===== src/rtl/e3_serial_adder_ctrl.sv =====
// Multi-digit Excess-3 BCD add/subtract sequencer built around one shared E3 digit adder cell.
// Digits are processed LSD first, one per clock, with the inter-digit carry kept in a register.

module e3_digit_adder (
    input  logic [3:0] x,
    input  logic [3:0] y,
    input  logic       ci,
    output logic [3:0] z,
    output logic       co
);
    logic [4:0] sum;

    // Two E3 digits carry a +6 bias: a binary carry means a decimal carry (re-add 3),
    // otherwise the surplus 3 is removed to restore the single E3 bias.
    assign sum = {1'b0, x} + {1'b0, y} + {4'b0000, ci};
    assign co  = sum[4];
    assign z   = sum[4] ? (sum[3:0] + 4'd3) : (sum[3:0] - 4'd3);
endmodule

module e3_serial_adder_ctrl #(
    parameter int DIGITS = 4
) (
    input  logic                  clk,
    input  logic                  rst_n,
    input  logic                  start,
    input  logic                  op,
    input  logic                  ci,
    input  logic [4*DIGITS-1:0]   x,
    input  logic [4*DIGITS-1:0]   y,
    output logic [4*DIGITS-1:0]   z,
    output logic                  co,
    output logic                  busy,
    output logic                  done,
    output logic                  err
);
    localparam int W  = 4 * DIGITS;
    localparam int CW = (DIGITS > 1) ? $clog2(DIGITS) : 1;

    typedef enum logic [1:0] {
        S_IDLE,
        S_RUN,
        S_DONE
    } state_t;

    state_t          state, next_state;
    logic [W-1:0]    x_q, y_q;
    logic            op_q;
    logic            carry_q;
    logic [CW-1:0]   cnt_q;

    logic [3:0]      x_dig, y_dig, cell_y, cell_z;
    logic            cell_co;
    logic            ops_valid;
    logic            last_digit;

    function automatic logic all_e3(input logic [W-1:0] a, input logic [W-1:0] b);
        logic ok;
        ok = 1'b1;
        for (int i = 0; i < DIGITS; i++) begin
            if (a[4*i +: 4] < 4'h3 || a[4*i +: 4] > 4'hC) ok = 1'b0;
            if (b[4*i +: 4] < 4'h3 || b[4*i +: 4] > 4'hC) ok = 1'b0;
        end
        return ok;
    endfunction

    assign ops_valid  = all_e3(x, y);
    assign last_digit = (cnt_q == CW'(DIGITS - 1));

    // NOTE: every always_comb output gets a default first so no path can infer a latch.
    always_comb begin
        x_dig = 4'h3;
        y_dig = 4'h3;
        for (int i = 0; i < DIGITS; i++) begin
            if (cnt_q == CW'(i)) begin
                x_dig = x_q[4*i +: 4];
                y_dig = y_q[4*i +: 4];
            end
        end
    end

    // Inverting an E3 digit yields its nine's complement; the initial carry of 1 makes it ten's.
    assign cell_y = op_q ? ~y_dig : y_dig;

    e3_digit_adder u_cell (
        .x  (x_dig),
        .y  (cell_y),
        .ci (carry_q),
        .z  (cell_z),
        .co (cell_co)
    );

    // NOTE: sequential state uses non-blocking assignments so all registers update together.
    always_ff @(posedge clk or negedge rst_n) begin
        if (!rst_n) state <= S_IDLE;
        else        state <= next_state;
    end

    always_comb begin
        next_state = state;
        case (state)
            S_IDLE: if (start) next_state = ops_valid ? S_RUN : S_DONE;
            S_RUN:  if (last_digit) next_state = S_DONE;
            S_DONE: next_state = S_IDLE;
            default: next_state = S_IDLE;
        endcase
    end

    always_ff @(posedge clk or negedge rst_n) begin
        if (!rst_n) begin
            x_q     <= '0;
            y_q     <= '0;
            op_q    <= 1'b0;
            carry_q <= 1'b0;
            cnt_q   <= '0;
            z       <= {DIGITS{4'h3}};
            co      <= 1'b0;
            err     <= 1'b0;
        end else begin
            case (state)
                S_IDLE: begin
                    if (start) begin
                        x_q   <= x;
                        y_q   <= y;
                        op_q  <= op;
                        cnt_q <= '0;
                        if (!ops_valid) begin
                            err <= 1'b1;
                            z   <= {DIGITS{4'h3}};
                            co  <= 1'b0;
                        end else begin
                            err     <= 1'b0;
                            carry_q <= op ? 1'b1 : ci;
                        end
                    end
                end
                S_RUN: begin
                    for (int i = 0; i < DIGITS; i++) begin
                        if (cnt_q == CW'(i)) z[4*i +: 4] <= cell_z;
                    end
                    carry_q <= cell_co;
                    if (last_digit) begin
                        co    <= cell_co;
                        cnt_q <= '0;
                    end else begin
                        cnt_q <= cnt_q + 1'b1;
                    end
                end
                default: ;
            endcase
        end
    end

    assign busy = (state != S_IDLE);
    assign done = (state == S_DONE);
endmodule

===== config.mk =====
export PLATFORM = sky130hd
export DESIGN_NAME = e3_serial_adder_ctrl
export DESIGN_NICKNAME = d
export VERILOG_FILES = /design/src/rtl/e3_serial_adder_ctrl.sv
export SDC_FILE = /design/constraint.sdc
export NUM_CORES = 1
export LEC_CHECK = 0
export CORE_ASPECT_RATIO = 0.9
export CORE_MARGIN = 5
export CORE_UTILIZATION = 47
export DETAILED_ROUTE_END_ITERATION = 10
export HOLD_SLACK_MARGIN = 0.03
export PLACE_DENSITY = 0.8
export SYNTH_ARGS = -nofsm -noshare
export SYNTH_HDL_FRONTEND = slang
export SYNTH_SLANG_ARGS = --single-unit

===== constraint.sdc =====
create_clock -name clk -period 3.8 [get_ports clk]
set_input_delay 0.76 -clock clk [delete_from_list [all_inputs] [get_ports clk]]
set_output_delay 0.76 -clock clk [all_outputs]
set_load 0.01 [all_outputs]

-- Word-level counts from Yosys, hierarchy flattened
Cells that the tools add are included.
- bits in registers: 56
- output and inout bits: 20
- logic and storage cells: 107
- add/subtract/negate cells: 5
- magnitude comparators: 16
- equality and inequality tests: 12
- muxes and demuxes: 41
- bitwise logic cells: 1
- reduce and logical (&&, ||, !) cells: 20
- operators by type and width (operator ; count):
    two-way mux 4 bit ; 14
    greater-than comparator 4 bit (second input constant) ; 8
    < comparator 4 x 2 -> 1 bit (second input constant) ; 8
    two-way mux 16 bit ; 2
    case mux 16 bit (2 select lines) ; 1
    AND reduction 4 bit ; 4
    two-way mux 1 bit ; 15
    inequality test 2 bit (second input constant) ; 7
    two-way mux 2 bit ; 5
    logical OR 1 bit ; 8
    case mux 2 bit (2 select lines) ; 2
    == test 2 bit (second input constant) ; 3
    AND reduction 2 bit ; 3
    adder 4 x 4 -> 5 bit ; 1
    adder 5 x 1 -> 5 bit ; 1
    adder 4 x 2 -> 4 bit (second input constant) ; 1
    == test 2 x 1 -> 1 bit (second input constant) ; 2
    zero test 2 bit ; 2
    NOT 4 bit ; 1
    case mux 1 bit (2 select lines) ; 2
    nonzero test 2 bit ; 2
    subtractor 4 x 2 -> 4 bit (second input constant) ; 1
    AND reduction 3 bit ; 1
    adder 2 x 1 -> 2 bit (second input constant) ; 1

-- Longest topological paths before layout
- word-level depth: 13
- mapped depth: 20

-- By module
A second synthesis with hierarchy kept.
- cells, all modules: 307
- area total of the unflattened synthesis: 3180.6 sq um
- modules (own cells, without submodules) (module ; times used ; cells an instance ; area an instance (sq um) ; sequential area each (sq um)):
    e3_serial_adder_ctrl ; 1 ; 273 ; 2867.8 ; 1411.4
    e3_digit_adder ; 1 ; 34 ; 312.8 ; 0.0

-- Worst setup path after synthesis
No wires, ideal clock.
- path type: register to register
- start point: reg cnt_q[0]
- end point: reg z[15]
- arrival: 3755 ps
- data required time: 3722 ps
- setup slack: -33 ps
- stages on the path, launching flop included: 20
- buffers on the path: 1
- clock period less this slack: 3833 ps
- cells stage by stage: dfrtp_1 > ha_1 > buf_2 > inv_1 > o22ai_1 > o21ai_0 > mux2i_1 > xor2_1 > fa_1 > fa_1 > nor2b_1 > o21ai_0 > nand2b_1 > inv_1 > ha_1 > a21oi_1 > nand2_1 > xnor2_1 > mux2i_2 > o2bb2ai_1
- longest elaborated chain between the ends: 13
- elaborated cells on any way between the ends: 23
- those cells by class: add/sub (4); eq/ne (4); mux (12); bitwise (1); reduce/logical (2)
- ends and longest elaborated chain (element ; RTL line ; source):
    from (decl) ; 49 ; logic [CW-1:0] cnt_q;
    from (signal assigned) ; 145 ; cnt_q <= cnt_q + 1'b1;
    zero test 2 bit ; 74 ; if (cnt_q == CW'(i)) begin
    two-way mux 4 bit (4 in series) ; 74 ;
    NOT 4 bit ; 82 ; assign cell_y = op_q ? ~y_dig : y_dig;
    two-way mux 4 bit ; 82 ;
    adder 4 x 4 -> 5 bit ; 15 ; assign sum = {1'b0, x} + {1'b0, y} + {4'b0000, ci};
    adder 5 x 1 -> 5 bit ; 15 ;
    subtractor 4 x 2 -> 4 bit or adder 4 x 2 -> 4 bit (tied branches) ; 17 ; assign z = sum[4] ? (sum[3:0] + 4'd3) : (sum[3:0] - 4'd3);
    two-way mux 4 bit ; 17 ;
    two-way mux 4 bit ; 138 ; if (cnt_q == CW'(i)) z[4*i +: 4] <= cell_z;
    case mux 16 bit (2 select lines) ; 119 ; case (state)
    to (signal assigned) ; 115 ; z <= {DIGITS{4'h3}};
    to (signal assigned) ; 128 ; z <= {DIGITS{4'h3}};
    to (signal, indexed assignment) ; 138 ;
    to (decl) ; 30 ; output logic [4*DIGITS-1:0] z,
Parallel ways exist; a longest one is shown, timed or not. The select of a mux whose other input is x is not followed.
A chain may end at the register's enable or synchronous reset.

-- Worst setup path in the final report
- start point: reg cnt_q[1]
- end point: reg z[7]
The elaborated chain is that of the path after synthesis.

==> flow_metrics.py <==
metrics = {
    "job": {
        "drv_cap": 0,
    },
    "routing": {
        "post_drt_wl_per_cell_um": 15.5,
        "vias": 2650,
        "post_drt_via_cell_ratio": 5.38,
        "drt.antenna.violating_nets": 0,
        "drt-total-wl_mm": 7.63,
        "drt_iter0_drc": 158,
        "drc": 0,
        "first_pass_iters": 4,
    },
    "sta": {
        "fin_crit_ns": 3.71,
        "rsz0062_at_grt": "yes",
        "fin_skew_ns": 0.0123,
        "tightest_slew_ns": 1.11,
        "relSlewSlack_pct": 26.1,
        "period_share_pct": 97.7,
        "layout_setup_ws_ns": 0.0879,
        "fmaxAchievable_ghz": 0.269,
        "final_hold_viol_count": 0,
        "final-max-slew-violation-count": 0,
        "setup_viol": 0,
    },
    "pwr": {
        "ir_drop_mv": 0.345,
        "power_leakage_nw": 1.75,
        "power_density_nw_per_um2": 723,
    },
    "synthesis": {
        "async_reset_ff_share_pct": 100,
        "synthFlopType": "dfrtp_1",
        "yosysWarnings": 0,
        "avgSynthCellArea_um2": 8.91,
        "synthesis.area_um2": 3000,
        "synth_top_area_share_pct": 40.0,
        "yosysTopAreaCell": "dfrtp_1",
        "ys_ff_latch": 56,
        "synth_fp_nets": 386,
        "seq_area_frac_synth_pct": 47.0,
        "synth_enable_flop_cells": 0,
        "synth_cells": 337,
        "synth.area.top_cells": "dfrtp_1 40%, nand2_1 15%, dfstp_2 7.0%, ha_1 3.8%, a21oi_1 2.3%",
        "ys_types": 46,
    },
    "final_layout": {
        "drive_gt1_share_pct": 16.0,
        "final_cell_area_um2": 3990,
        "antenna_cells": 0,
        "utilization_pct": 64.5,
        "fin_nets": 454,
        "final_common_cell": "nand2_1",
        "area_growth_pct": 32.7,
        "layout_common_cells": "116 x nand2_1, 55 x clkdlybuf4s50_1, 48 x dfrtp_1",
    },
    "clock_network": {
        "insertion_delay_ns": 0.31,
        "numCtsBuffers": 5,
        "cts_tree": "done",
        "cts.sinks": 56,
        "clk_pin_slew_ns": 0.10,
        "cts-htree-levels": 2,
        "cts_root_buf": "clkbuf_8",
        "clockBufferDepth": 2,
    },
    "floorplan": {
        "rows": 27,
        "dieArea_um2": 8090,
        "die_w_um": 94.3,
        "ios": 57,
        "fp.dieH_um": 85.8,
        "start_util_pct": 48.6,
        "coreArea_um2": 6180,
    },
    "place": {
        "globalplace.congestion": 0.857,
        "port_buffers": 56,
        "dp_slack_ns": -0.129,
        "hpwlAfterDp_mm": 5.70,
        "placed_area_um2": 3720,
    },
    "status": {
        "status": "completed",
    },
    "worst_setup_path": {
        "crit_path_max_incr_delay_ns": 0.42,
        "worstPathMaxFanout": 4,
        "cp.required_ns": 4.04,
        "worstSetupEndpointType": "flip-flop",
        "cp_cell_sequence": "inv_2 -> ha_4 -> inv_2 -> o22ai_2 -> o21ai_1 -> mux2i_1 -> xor2_1 -> fa_2 -> fa_2 -> buf_4 -> xnor2_1 -> ha_4 -> a21oi_2 -> nand2_2 -> xnor2_2 -> mux2i_2 -> o2bb2ai_1",
        "cp-start-kind": "flip-flop",
        "timing_worst_setup_path_type": "flip-flop to flip-flop",
        "cpMaxStageDelayCell": "fa_2",
        "cp_data_arrival_time_ns": 3.95,
    },
    "global_route": {
        "grt.overflow.total": 0,
        "grt_max_degree": 39,
        "gr-usage-all-layers_pct": 19.4,
        "antenna_found_initial": 0,
        "first_global_vias": 2652,
        "grt_pass1_wl_mm": 12.5,
    },
    "hold_path": {
        "hp-class": "flip-flop to flip-flop",
    },
}
[sequential cells by signal, indices dropped and copies added (netlist names), 2 cells and up]
name and flops:
state 2, cnt_q 2, z 16, y_q 16
x_q 16
[per-layer routing]
metal  track usage [%]  part of all wire [%]
met4              6.96                   1.9
met3              3.60                   7.1
met5                 0                     0
met1              26.3                    43
met2              31.3                    48
[synthesized netlist by cell type (5+ instances only)]
cell type,n
dfstp_2,8
buf_2,8
a211o_1,7
a21oi_1,14
nand3_1,5
dfrtp_1,48
nor2b_1,6
inv_1,18
o211ai_1,8
o22ai_1,5
nand2_1,117
o21a_1,5
ha_1,9
o21ai_0,11
clkbuf_1,7
[worst max-delay path: cells and delay by family, from the launching register on]
| kind | cells | cell delay (ns) |
|---|---|---|
| AOI/OAI and AO/OA | 4 | 0.51 |
| xor gates and xnor gates | 3 | 0.56 |
| adders and majority gates | 4 | 1.23 |
| buffers and inverters | 3 | 0.32 |
| DFF | 1 | 0.41 |
| muxes | 2 | 0.54 |
| and+or+nand+nor | 1 | 0.08 |
[stage by stage]
step | total power, mW | std cells | TNS [ns] | hold WS, ns
floorplan | 1.66 | 337 | 0 | 0.440
global placement | 2.11 | 479 | 0 | 0.454
detailed placement | 2.16 | 479 | -0.578 | 0.459
CTS | 2.63 | 488 | 0 | 0.487
global route | 3.06 | 493 | -0.340 | 0.506
finish | 2.88 | 493 | 0 | 0.482
[cell type report]
type	count	area, um2
repair buffers	77	721
well taps	87	109
inverters	18	67.6
clock inverters	2	35.0
clock buffers	6	72.6
flip-flops and latches	56	1410
multi-input cells	247	1570
fillers	524	2200
[report_power, final]
| group | internal, mW | switching (mW) | total [mW] |
|---|---|---|---|
| clock | 0.196 | 0.191 | 0.386 |
| combinational | 0.841 | 0.863 | 1.70 |
| sequential | 0.714 | 0.0789 | 0.793 |
[final timing paths]
kind / startpoint / endpoint / slack, ns / depth (start not counted)
min reg2reg: y_q[10] / y_q[10] / 0.48 / 2
max: cnt_q[1] / z[7] / 0.09 / 17
max reg2reg: cnt_q[1] / z[7] / 0.09 / 17
min in group asynchronous: rst_n / x_q[11] / 0.54 / 1
max in group asynchronous: rst_n / z[0] / 2.46 / 2
min: y_q[10] / y_q[10] / 0.48 / 2
[logic make-up (layout without fill, tap and decap cells)]
logic type,count (synthesis),count (layout),share of synthesized area (%)
xor gates and xnor gates,8,8,2.33
muxes,6,6,2.17
AOI/OAI and AO/OA,71,71,16.6
adders and majority gates,12,12,5.75
and+or+nand+nor,150,150,21.6
buffers and inverters,34,103,4.58
DFF,56,56,47.0
[timing repair]
item	CTS	global route
setup buffers	1	5
hold endpoints to repair	0	0
pin swaps	1	14
resized for setup	5	23
setup endpoints to repair	7	11
hold buffers	0	0
(Power assumes the default switching activity.)
